[src/rtl/vga_timing_pkg.sv]
// Shared 640x480 VGA raster timing constants and the counter type.
// The background, sprite and colour-output stages take their window edges from here.
package vga_timing_pkg;

    localparam int CNT_W       = 10;

    localparam int H_TOTAL     = 800;
    localparam int H_PULSE     = 96;
    localparam int H_VIS_START = 144;
    localparam int H_VIS_END   = 784;

    localparam int V_TOTAL     = 521;
    localparam int V_PULSE     = 2;
    localparam int V_VIS_START = 31;
    localparam int V_VIS_END   = 511;

    typedef logic [CNT_W-1:0] cnt_t;

    // True when lo <= x < hi (half-open window, as used for the visible area).
    function automatic logic in_span(cnt_t x, int lo, int hi);
        return (int'(x) >= lo) && (int'(x) < hi);
    endfunction

endpackage

[src/rtl/vga_pix_div.sv]
// Pixel-rate divider: one pix_en pulse every CLK_DIV system clocks.
// o_pix_stb is the combinational terminal count so the parent can step its
// counters on the same edge that raises the registered o_pix_en.
module vga_pix_div #(
    parameter int CLK_DIV = 4
) (
    input  logic i_clk,
    input  logic i_rst,
    output logic o_pix_stb,
    output logic o_pix_en
);

    localparam int             DW       = (CLK_DIV > 1) ? $clog2(CLK_DIV) : 1;
    localparam logic [DW-1:0]  DIV_LAST = DW'(CLK_DIV - 1);

    logic [DW-1:0] r_div_cnt;
    logic          r_pix_en;
    logic          w_last;

    assign w_last    = (r_div_cnt == DIV_LAST);
    assign o_pix_stb = w_last;
    assign o_pix_en  = r_pix_en;

    // Divider counter wraps at CLK_DIV-1; pix_en registers the terminal count.
    always_ff @(posedge i_clk) begin
        if (i_rst) begin
            r_div_cnt <= '0;
            r_pix_en  <= 1'b0;
        end else begin
            r_pix_en  <= w_last;
            r_div_cnt <= w_last ? '0 : r_div_cnt + DW'(1);
        end
    end

endmodule

[src/rtl/vga_sync_gen.sv]
// VGA raster timing: h/v position, active-low syncs, visible flag and
// pixel/line/frame/animation tick enables. Syncs and video_on are registered
// from the next counter values so they line up with the presented position.
module vga_sync_gen
    import vga_timing_pkg::*;
#(
    parameter int CLK_DIV     = 4,
    parameter int H_TOTAL     = vga_timing_pkg::H_TOTAL,
    parameter int H_PULSE     = vga_timing_pkg::H_PULSE,
    parameter int H_VIS_START = vga_timing_pkg::H_VIS_START,
    parameter int H_VIS_END   = vga_timing_pkg::H_VIS_END,
    parameter int V_TOTAL     = vga_timing_pkg::V_TOTAL,
    parameter int V_PULSE     = vga_timing_pkg::V_PULSE,
    parameter int V_VIS_START = vga_timing_pkg::V_VIS_START,
    parameter int V_VIS_END   = vga_timing_pkg::V_VIS_END,
    parameter int ANIM_FRAMES = 60
) (
    input  logic             i_clk,
    input  logic             i_rst,
    output logic [CNT_W-1:0] o_h_count,
    output logic [CNT_W-1:0] o_v_count,
    output logic             o_hsync,
    output logic             o_vsync,
    output logic             o_video_on,
    output logic             o_pix_en,
    output logic             o_line_tick,
    output logic             o_frame_tick,
    output logic             o_anim_tick
);

    localparam cnt_t          H_LAST  = cnt_t'(H_TOTAL - 1);
    localparam cnt_t          V_LAST  = cnt_t'(V_TOTAL - 1);
    localparam cnt_t          H_PLS   = cnt_t'(H_PULSE);
    localparam cnt_t          V_PLS   = cnt_t'(V_PULSE);
    localparam int            FW      = (ANIM_FRAMES > 1) ? $clog2(ANIM_FRAMES) : 1;
    localparam logic [FW-1:0] F_LAST  = FW'(ANIM_FRAMES - 1);

    logic          w_pix_stb;
    logic          w_h_wrap;
    logic          w_v_wrap;
    logic          w_line;
    logic          w_frame;
    logic          w_anim;
    cnt_t          w_h_nxt;
    cnt_t          w_v_nxt;

    cnt_t          r_h_count;
    cnt_t          r_v_count;
    logic          r_hsync;
    logic          r_vsync;
    logic          r_video_on;
    logic          r_line_tick;
    logic          r_frame_tick;
    logic          r_anim_tick;
    logic [FW-1:0] r_frame_cnt;

    vga_pix_div #(
        .CLK_DIV (CLK_DIV)
    ) u_pix_div (
        .i_clk     (i_clk),
        .i_rst     (i_rst),
        .o_pix_stb (w_pix_stb),
        .o_pix_en  (o_pix_en)
    );

    assign w_h_wrap = (r_h_count == H_LAST);
    assign w_v_wrap = (r_v_count == V_LAST);
    assign w_line   = w_pix_stb & w_h_wrap;
    assign w_frame  = w_line & w_v_wrap;
    assign w_anim   = w_frame & (r_frame_cnt == F_LAST);

    // Next raster position: step h on a pixel strobe, step v on the h wrap.
    always_comb begin
        w_h_nxt = r_h_count;
        w_v_nxt = r_v_count;
        if (w_pix_stb) begin
            w_h_nxt = w_h_wrap ? '0 : r_h_count + cnt_t'(1);
            if (w_h_wrap) begin
                w_v_nxt = w_v_wrap ? '0 : r_v_count + cnt_t'(1);
            end
        end
    end

    // Register position, syncs/visible flag from the next position, and the ticks.
    always_ff @(posedge i_clk) begin
        if (i_rst) begin
            r_h_count    <= '0;
            r_v_count    <= '0;
            r_hsync      <= 1'b0;
            r_vsync      <= 1'b0;
            r_video_on   <= 1'b0;
            r_line_tick  <= 1'b0;
            r_frame_tick <= 1'b0;
            r_anim_tick  <= 1'b0;
            r_frame_cnt  <= '0;
        end else begin
            r_h_count    <= w_h_nxt;
            r_v_count    <= w_v_nxt;
            r_hsync      <= (w_h_nxt >= H_PLS);
            r_vsync      <= (w_v_nxt >= V_PLS);
            r_video_on   <= in_span(w_h_nxt, H_VIS_START, H_VIS_END) &&
                            in_span(w_v_nxt, V_VIS_START, V_VIS_END);
            r_line_tick  <= w_line;
            r_frame_tick <= w_frame;
            r_anim_tick  <= w_anim;
            if (w_frame) begin
                r_frame_cnt <= w_anim ? '0 : r_frame_cnt + FW'(1);
            end
        end
    end

    assign o_h_count    = r_h_count;
    assign o_v_count    = r_v_count;
    assign o_hsync      = r_hsync;
    assign o_vsync      = r_vsync;
    assign o_video_on   = r_video_on;
    assign o_line_tick  = r_line_tick;
    assign o_frame_tick = r_frame_tick;
    assign o_anim_tick  = r_anim_tick;

endmodule

[config.mk]
export PLATFORM = sky130hd
export DESIGN_NAME = vga_sync_gen
export DESIGN_NICKNAME = d
export VERILOG_FILES = /design/src/rtl/vga_timing_pkg.sv /design/src/rtl/vga_pix_div.sv /design/src/rtl/vga_sync_gen.sv
export SDC_FILE = /design/constraint.sdc
export NUM_CORES = 1
export LEC_CHECK = 0
export BUFFER_PORTS_ARGS = -buffer_cell sky130_fd_sc_hd__buf_4
export CAP_MARGIN = 40
export CORE_ASPECT_RATIO = 2
export CORE_MARGIN = 8
export CORE_UTILIZATION = 40
export CTS_BUF_LIST = sky130_fd_sc_hd__clkbuf_4
export DETAILED_ROUTE_END_ITERATION = 6
export MAX_ROUTING_LAYER = met4
export SYNTH_ARGS = -nofsm -noshare
export SYNTH_HDL_FRONTEND = slang
export SYNTH_SLANG_ARGS = --single-unit
[constraint.sdc]
create_clock -name i_clk -period 2.9 [get_ports i_clk]
set_clock_uncertainty 0.15 [all_clocks]
set_input_delay 0.87 -clock i_clk [delete_from_list [all_inputs] [get_ports i_clk]]
set_output_delay 0.87 -clock i_clk [all_outputs]
set_load 0.03 [all_outputs]
==> metrics.cfg, run 1 <==
[floorplanning]
die_area_um2 = 7510
rows = 36
die-height_um = 114.8
start_util_pct = 40.91
ios = 29
die_w_um = 65.41
core_um2 = 4775

[clock_tree]
path_clk_slew_ns = 0.11
cts_tree = done
post_cts_resize_count = 0
cts_buffer_depth = 2
insertion_delay_ns = 0.34
post-cts-setup-buffers = 0
h-tree-depth = 2
cts_sinks = 35
cts_made_buffers = 5
holdBufCountCts = 0
root_buffer = clkbuf_4

[power_and_ir_drop]
seqPwrFrac_pct = 62.2
clockPowerShare_pct = 34.4
ir_worst_vdd_uv = 314.2
leakage_nw = 0.8997
powerDensity_nw_per_um2 = 351.7
p_sw_share_pct = 23.78
p_sw_w = 0.0001868
p_int_w = 0.0005987
p_comb_share_pct = 3.4

[timing]
totalNegativeSetupSlack_ns = 0
slew_viol_final = 0
setup_viol = 0
slew_headroom_pct = 69.16
fin_crit_ns = 2.544
fin_crit_sh_pct = 87.73
fmax_mhz = 393.1
hold_viol_final = 0
rsz0062_at_grt = no
worstMarginPinSlew_ns = 0.4620

[route]
firstDrtPassIters = 4
wl_met3_um = 237
wl_met2_mm = 2.122
drtAntennaViolNets = 0
drc = 0
vias_per_cell = 5.537
first_iter_violations = 74
wl_per_cell_um = 14.77
wl_met1_mm = 2.138
highest_layer = met4
drt_wl_total_mm = 4.592
vias = 1722

[global_routing]
grt_pass1_wl_mm = 7.686
antenna_found_initial = 0
grt_overflow = 0
grt_util_all_layers_pct = 13.06
grt_max_degree = 34
grt_pass1_vias = 1610

[placement]
place_hpwl_mm = 3.285
dp_cells = 303
port_buffers = 28
gp_routability_congestion = 0.9165

[logic_synthesis]
async_flop_share_pct = 0
ys.warnings.count = 0
syn_area_per_cell_um2 = 8.642
ys_ff_latch = 35
synthCells = 226
syn_nets = 233
yosysUniqueCellTypes = 52
synth_edf_count = 0
ys_seq_area_share_pct = 35.87
syn_area_um2 = 1953
synth_flop_cell = dfxtp_1

[worst_hold_path]
hold-path-cell-count = 1
timing.hold.worst.start = u_pix_div.r_div_cnt[0]
hold-path-endpoint = u_pix_div.r_div_cnt[0]
hold_class = flip-flop to flip-flop

[finish]
final_cells = 311
diodes = 0
layout.nets = 260
drive_gt1_share_pct = 24.41
area.growth.synth_to_final_pct = 14.35
fillCellCount = 518

[setup_path]
r2r_cells = 9
crit_type = flip-flop to flip-flop
required_ns = 3.01
cp-end-kind = flip-flop
reg2reg_to = o_video_on
cp.arrival_ns = 2.66
rr_startpoint = o_h_count[0]
critPathLaunchType = flip-flop
r2r_slack_ns = 0.36
crit_fanout = 11

[outcome]
status = finished clean

[run]
drv_cap = 0

metal layers:
layer	track usage (%)	vias up
met5	-	-
met4	6.158	0
met3	3.512	8
met2	20.09	51
met1	15.29	800
li1	-	863
cell usage in the layout (no fill, tap or decap), drive strengths merged, types with 4 or more instances in the layout:
cell type,instances
and3,5
dfxtp,35
ha,5
o211ai,4
nand3,13
xor2,13
buf,35
nand2,14
clkbuf,6
xnor2,4
nor3,9
and4,5
a21oi,11
nor2,37
nand4,11
o21ai,4
flip-flops by register name (all words and copies together) (netlist names):
| signal | count |
|---|---|
| u_pix_div.o_pix_en | 1 |
| o_v_count | 10 |
| o_hsync | 1 |
| o_vsync | 1 |
| o_video_on | 1 |
| o_line_tick | 1 |
| o_h_count | 10 |
| u_pix_div.r_div_cnt | 2 |
| o_frame_tick | 1 |
| r_frame_cnt | 6 |
| o_anim_tick | 1 |
per-stage QoR:
step           util [%]  hold slack [ns]  area (um2)  setup WS [ns]  total power [W]
3_5_place_dp      45.57           0.2730        2176         0.3824        0.0005274
4_1_cts           46.78           0.2903        2233         0.3298        0.0007971
6_report          46.78           0.2886        2233         0.3559        0.0007855
5_1_grt           46.78           0.3120        2233         0.1705        0.0008185
2_1_floorplan         -           0.2539        1953         0.3401        0.0005192
3_3_place_gp      45.57           0.2622        2176         0.4281        0.0005261
worst max path at each step:
stage                       endpoint  cells past startpoint  slack, ns         start
after floorplan           o_video_on                      9       0.34  o_h_count[0]
after global placement    o_video_on                      9       0.43  o_h_count[0]
after detailed placement  o_video_on                      9       0.38  o_h_count[0]
after CTS                 o_video_on                      9       0.33  o_h_count[0]
after global routing      o_video_on                      9       0.17  o_h_count[0]
final                     o_video_on                      9       0.36  o_h_count[0]
power by group through the flow:
stage	clock network (W)	logic, W	registers, W
2_1_floorplan	0	0.0000167	0.000502
3_3_place_gp	0	0.0000268	0.000499
3_5_place_dp	0	0.0000276	0.000500
4_1_cts	0.000281	0.0000275	0.000489
5_1_grt	0.000299	0.0000299	0.000490
6_report	0.000270	0.0000266	0.000489
cell families after synthesis:
logic type,share of synthesized area [%]
flops,35.87
buf+inv,6.278
fa+ha+maj,3.203
mux,2.306
xor+xnor,7.623
simple gates,33.12
compound gates,11.60
Yosys cell counts, drive strengths merged (2+ instances only):
master / number / area share, %
o211ai: 4 / 1.5
buf: 3 / 1.7
a31o: 2 / 0.90
nor2: 37 / 7.2
inv: 3 / 0.58
xor2: 13 / 5.8
nand3: 13 / 3.3
nor3: 9 / 2.6
nand2: 14 / 3.1
nand4: 11 / 3.5
dfxtp: 35 / 36
nor4b: 2 / 1.7
ha: 5 / 3.2
and3: 5 / 1.7
clkbuf: 12 / 4.0
nand2b: 3 / 0.96
nor4: 3 / 1.7
a21oi: 11 / 2.8
nand3b: 2 / 0.77
and4: 5 / 2.4
mux2i: 3 / 1.5
or2: 2 / 0.64
o21ai: 4 / 1.0
xnor2: 4 / 1.8
nor2b: 3 / 0.96
critical path: stages, from the launching register on:
cell      delay (ns)
dfxtp_1         0.43
ha_1            0.24
nand4_1         0.21
nor3_2          0.22
buf_4           0.21
nand2_4         0.09
nor4_4          0.23
o221ai_2        0.14
mux2_4          0.33
nor4b_4         0.23
layout make-up:
class                   count  area, um2  area share [%]
multi-input cells         173       1130           50.59
clock inverters             2      12.51          0.5602
flip-flops and latches     35      700.7           31.37
well taps                  57      71.32           3.193
inverters                   3      11.26          0.5042
clock buffers               6      45.04           2.017
repair buffers             35      262.8           11.76
(Power assumes the default switching activity.)
==> run 2, diff against run 1 <==
==> constraint.sdc (replaced) <==
create_clock -name i_clk -period 2.05 [get_ports i_clk]
set_clock_uncertainty 0.15 [all_clocks]
set_input_delay 0.615 -clock i_clk [delete_from_list [all_inputs] [get_ports i_clk]]
set_output_delay 0.615 -clock i_clk [all_outputs]
set_load 0.03 [all_outputs]
==> run 2 against run 1 <==
  * The flow now finishes with violations (negative setup slack)
  * Critical path type unchanged
  * Maximum frequency is 10% higher
  * Total power is 42% higher
  * Count of clock-buffer cells in the layout stayed put
  * Routed wire length is 17% higher
  * Highest routed layer unchanged
  * Clock power is 40% higher
==> metrics.cfg, run 2 (same netlist as run 1, synthesis figures left out) <==
[power_and_ir_drop]
p_int_w = 0.0008457  ; +41%
ir_worst_vdd_uv = 340.2  ; +8.3%
powerDensity_nw_per_um2 = 393.6  ; +12%
seqPwrFrac_pct = 61.9  ; -0.3 points
p_sw_w = 0.0002698  ; +44%
p_sw_share_pct = 24.19  ; +0.40 points
leakage_nw = 1.225  ; +36%
p_comb_share_pct = 4.1  ; +0.7 points
clockPowerShare_pct = 34.0  ; -0.4 points

[route]
drc = 0  ; unchanged
drtAntennaViolNets = 0  ; unchanged
drt_wl_total_mm = 5.389  ; +17%
wl_met2_mm = 2.896  ; +36%
vias = 1909  ; +11%
wl_met1_mm = 2.225  ; +4.1%
first_iter_violations = 86  ; +16%
wl_per_cell_um = 14.80  ; +0.27%
firstDrtPassIters = 4  ; unchanged
highest_layer = met4
vias_per_cell = 5.245  ; -5.3%
wl_met3_um = 169  ; -29%

[floorplanning]
rows = 36  ; unchanged
ios = 29  ; unchanged
core_um2 = 4775  ; unchanged
die-height_um = 114.8  ; unchanged
die_area_um2 = 7510  ; unchanged
start_util_pct = 40.91  ; unchanged
die_w_um = 65.41  ; unchanged

[placement]
dp_cells = 349  ; +15%
place_ws_ns = -0.3309  ; -0.7133 ns
place_hpwl_mm = 3.943  ; +20%
place_area_um2 = 2576  ; +18%
gp_routability_congestion = 0.9023  ; -1.5%
port_buffers = 28  ; unchanged

[clock_tree]
cts_made_buffers = 5  ; unchanged
path_clk_slew_ns = 0.11  ; about the same
h-tree-depth = 2  ; unchanged
cts_sinks = 35  ; unchanged
cts_tree = done
cts_buffer_depth = 2  ; unchanged
holdBufCountCts = 0  ; unchanged
root_buffer = clkbuf_4
insertion_delay_ns = 0.35  ; about the same

[setup_path]
crit_chain = or3_4 > nor3_4 > buf_12 > nand3_4 > xor2_2 > and4_1 > mux2_4 > nor4b_4
rr_startpoint = o_h_count[6]
crit_fanout = 7  ; -4
required_ns = 2.16  ; -0.85 ns
r2r_slack_ns = -0.26  ; -0.61 ns
reg2reg_to = o_video_on
critPathLaunchType = flip-flop
cp-end-kind = flip-flop
r2r_cells = 8  ; -1
crit_path_end = o_video_on
cp.arrival_ns = 2.42  ; -0.24 ns
worstSetupStartpoint = o_h_count[6]
max_stage_delay_ns = 0.43  ; about the same
crit_type = flip-flop to flip-flop
cp_slowest_cell = or3_4

[run]
drv_cap = 0  ; unchanged

[timing]
holdWs_ns = 0.3022  ; +0.01362 ns
setup_viol = 8  ; +8
setup_ws_ns = -0.2584  ; -0.6143 ns
rsz0062_at_grt = yes
worstMarginPinSlew_ns = 0.3569  ; -0.1051 ns
hold_viol_final = 0  ; unchanged
slew_viol_final = 0  ; unchanged
fin_crit_ns = 2.308  ; -0.2357 ns
slew_headroom_pct = 76.14  ; +7.0 points
fin_crit_sh_pct = 112.6  ; +25 points
fmax_mhz = 433.2  ; +10%

[global_routing]
grt_max_degree = 34  ; unchanged
grt_overflow = 0  ; unchanged
antenna_found_initial = 0  ; unchanged
grt_pass1_vias = 2018  ; +25%
grt_pass1_wl_mm = 9.080  ; +18%
grt_util_all_layers_pct = 15.45  ; +2.4 points

[finish]
post-route-util_pct = 59.36  ; +13 points
final_area_um2 = 2834  ; +27%
diodes = 0  ; unchanged
layout_commonest_cell = buf_4
area.growth.synth_to_final_pct = 45.10
drive_gt1_share_pct = 46.25  ; +22 points
final_cells = 364  ; +17%
layout.nets = 313  ; +20%
layout_common_cells = buf_4 (85), nor2_1 (34), dfxtp_1 (24)

[outcome]
violations = negative setup slack
status = finished, violations left

[worst_hold_path]
hold_class = flip-flop to flip-flop

==> run 2: cell types whose count changed in the layout (fill, tap and decap cells not counted), moves of 3 or more <==
cell,delta
xor2_2,+3
dfxtp_1,-11
dfxtp_2,+7
dfxtp_4,+4
xor2_1,-3
buf_4,+50
==> run 2: cell type report <==
type	count	area [um2]
sequential	35	724.4
clock buffer	6	45.04
tap	57	71.32
fill	452	1941
timing repair buffer	88	680.7
clock inverter	2	8.758
multi-input combinational	173	1292
inverter	3	11.26
==> run 2: critical path, delay by kind of cell (launching register included) <==
| kind | cells | cell delay, ns |
|---|---|---|
| multiplexers | 1 | 0.27 |
| XOR/XNOR | 1 | 0.16 |
| AND/OR/NAND/NOR | 5 | 1.11 |
| buffers and inverters | 1 | 0.16 |
| flip-flops | 1 | 0.36 |
==> run 2: how the worst min path moves through the flow <==
stage	start	to	slack, ns	cells past startpoint
2_1_floorplan	u_pix_div.r_div_cnt[0]	u_pix_div.r_div_cnt[0]	0.25	1
3_3_place_gp	u_pix_div.r_div_cnt[0]	u_pix_div.r_div_cnt[0]	0.26	1
6_report	u_pix_div.r_div_cnt[0]	u_pix_div.r_div_cnt[0]	0.30	1
5_1_grt	u_pix_div.r_div_cnt[0]	u_pix_div.r_div_cnt[0]	0.33	1
4_1_cts	u_pix_div.r_div_cnt[0]	u_pix_div.r_div_cnt[0]	0.29	1
3_5_place_dp	u_pix_div.r_div_cnt[0]	u_pix_div.r_div_cnt[0]	0.27	1
==> run 2: what timing repair did <==
action,CTS,global route
resized for setup,7,23
endpoints found under the setup margin,7,13
pin swaps,8,13
buffers inserted,4,3
==> run 2: layer usage <==
metal / vias to the layer above / global-route usage (%)
met4: 0 / 8.358
met2: 40 / 26.37
li1: 963 / -
met5: - / -
met1: 899 / 16.50
met3: 7 / 2.244
==> run 2: power groups by stage <==
stage	clock network (W)	registers, W	logic (W)
after floorplan	0	0.000707	0.0000236
after global placement	0	0.000701	0.0000420
after detailed placement	0	0.000701	0.0000421
after CTS	0.000392	0.000686	0.0000433
after global routing	0.000413	0.000692	0.0000525
final	0.000379	0.000690	0.0000457
==> run 2: per-stage QoR <==
stage	TNS, ns	power, W
4_1_cts	-0.7260	0.001122
3_3_place_gp	-0.5835	0.0007431
2_1_floorplan	-0.7805	0.0007303
6_report	-0.6556	0.001116
3_5_place_dp	-0.7845	0.0007435
5_1_grt	-1.665	0.001157
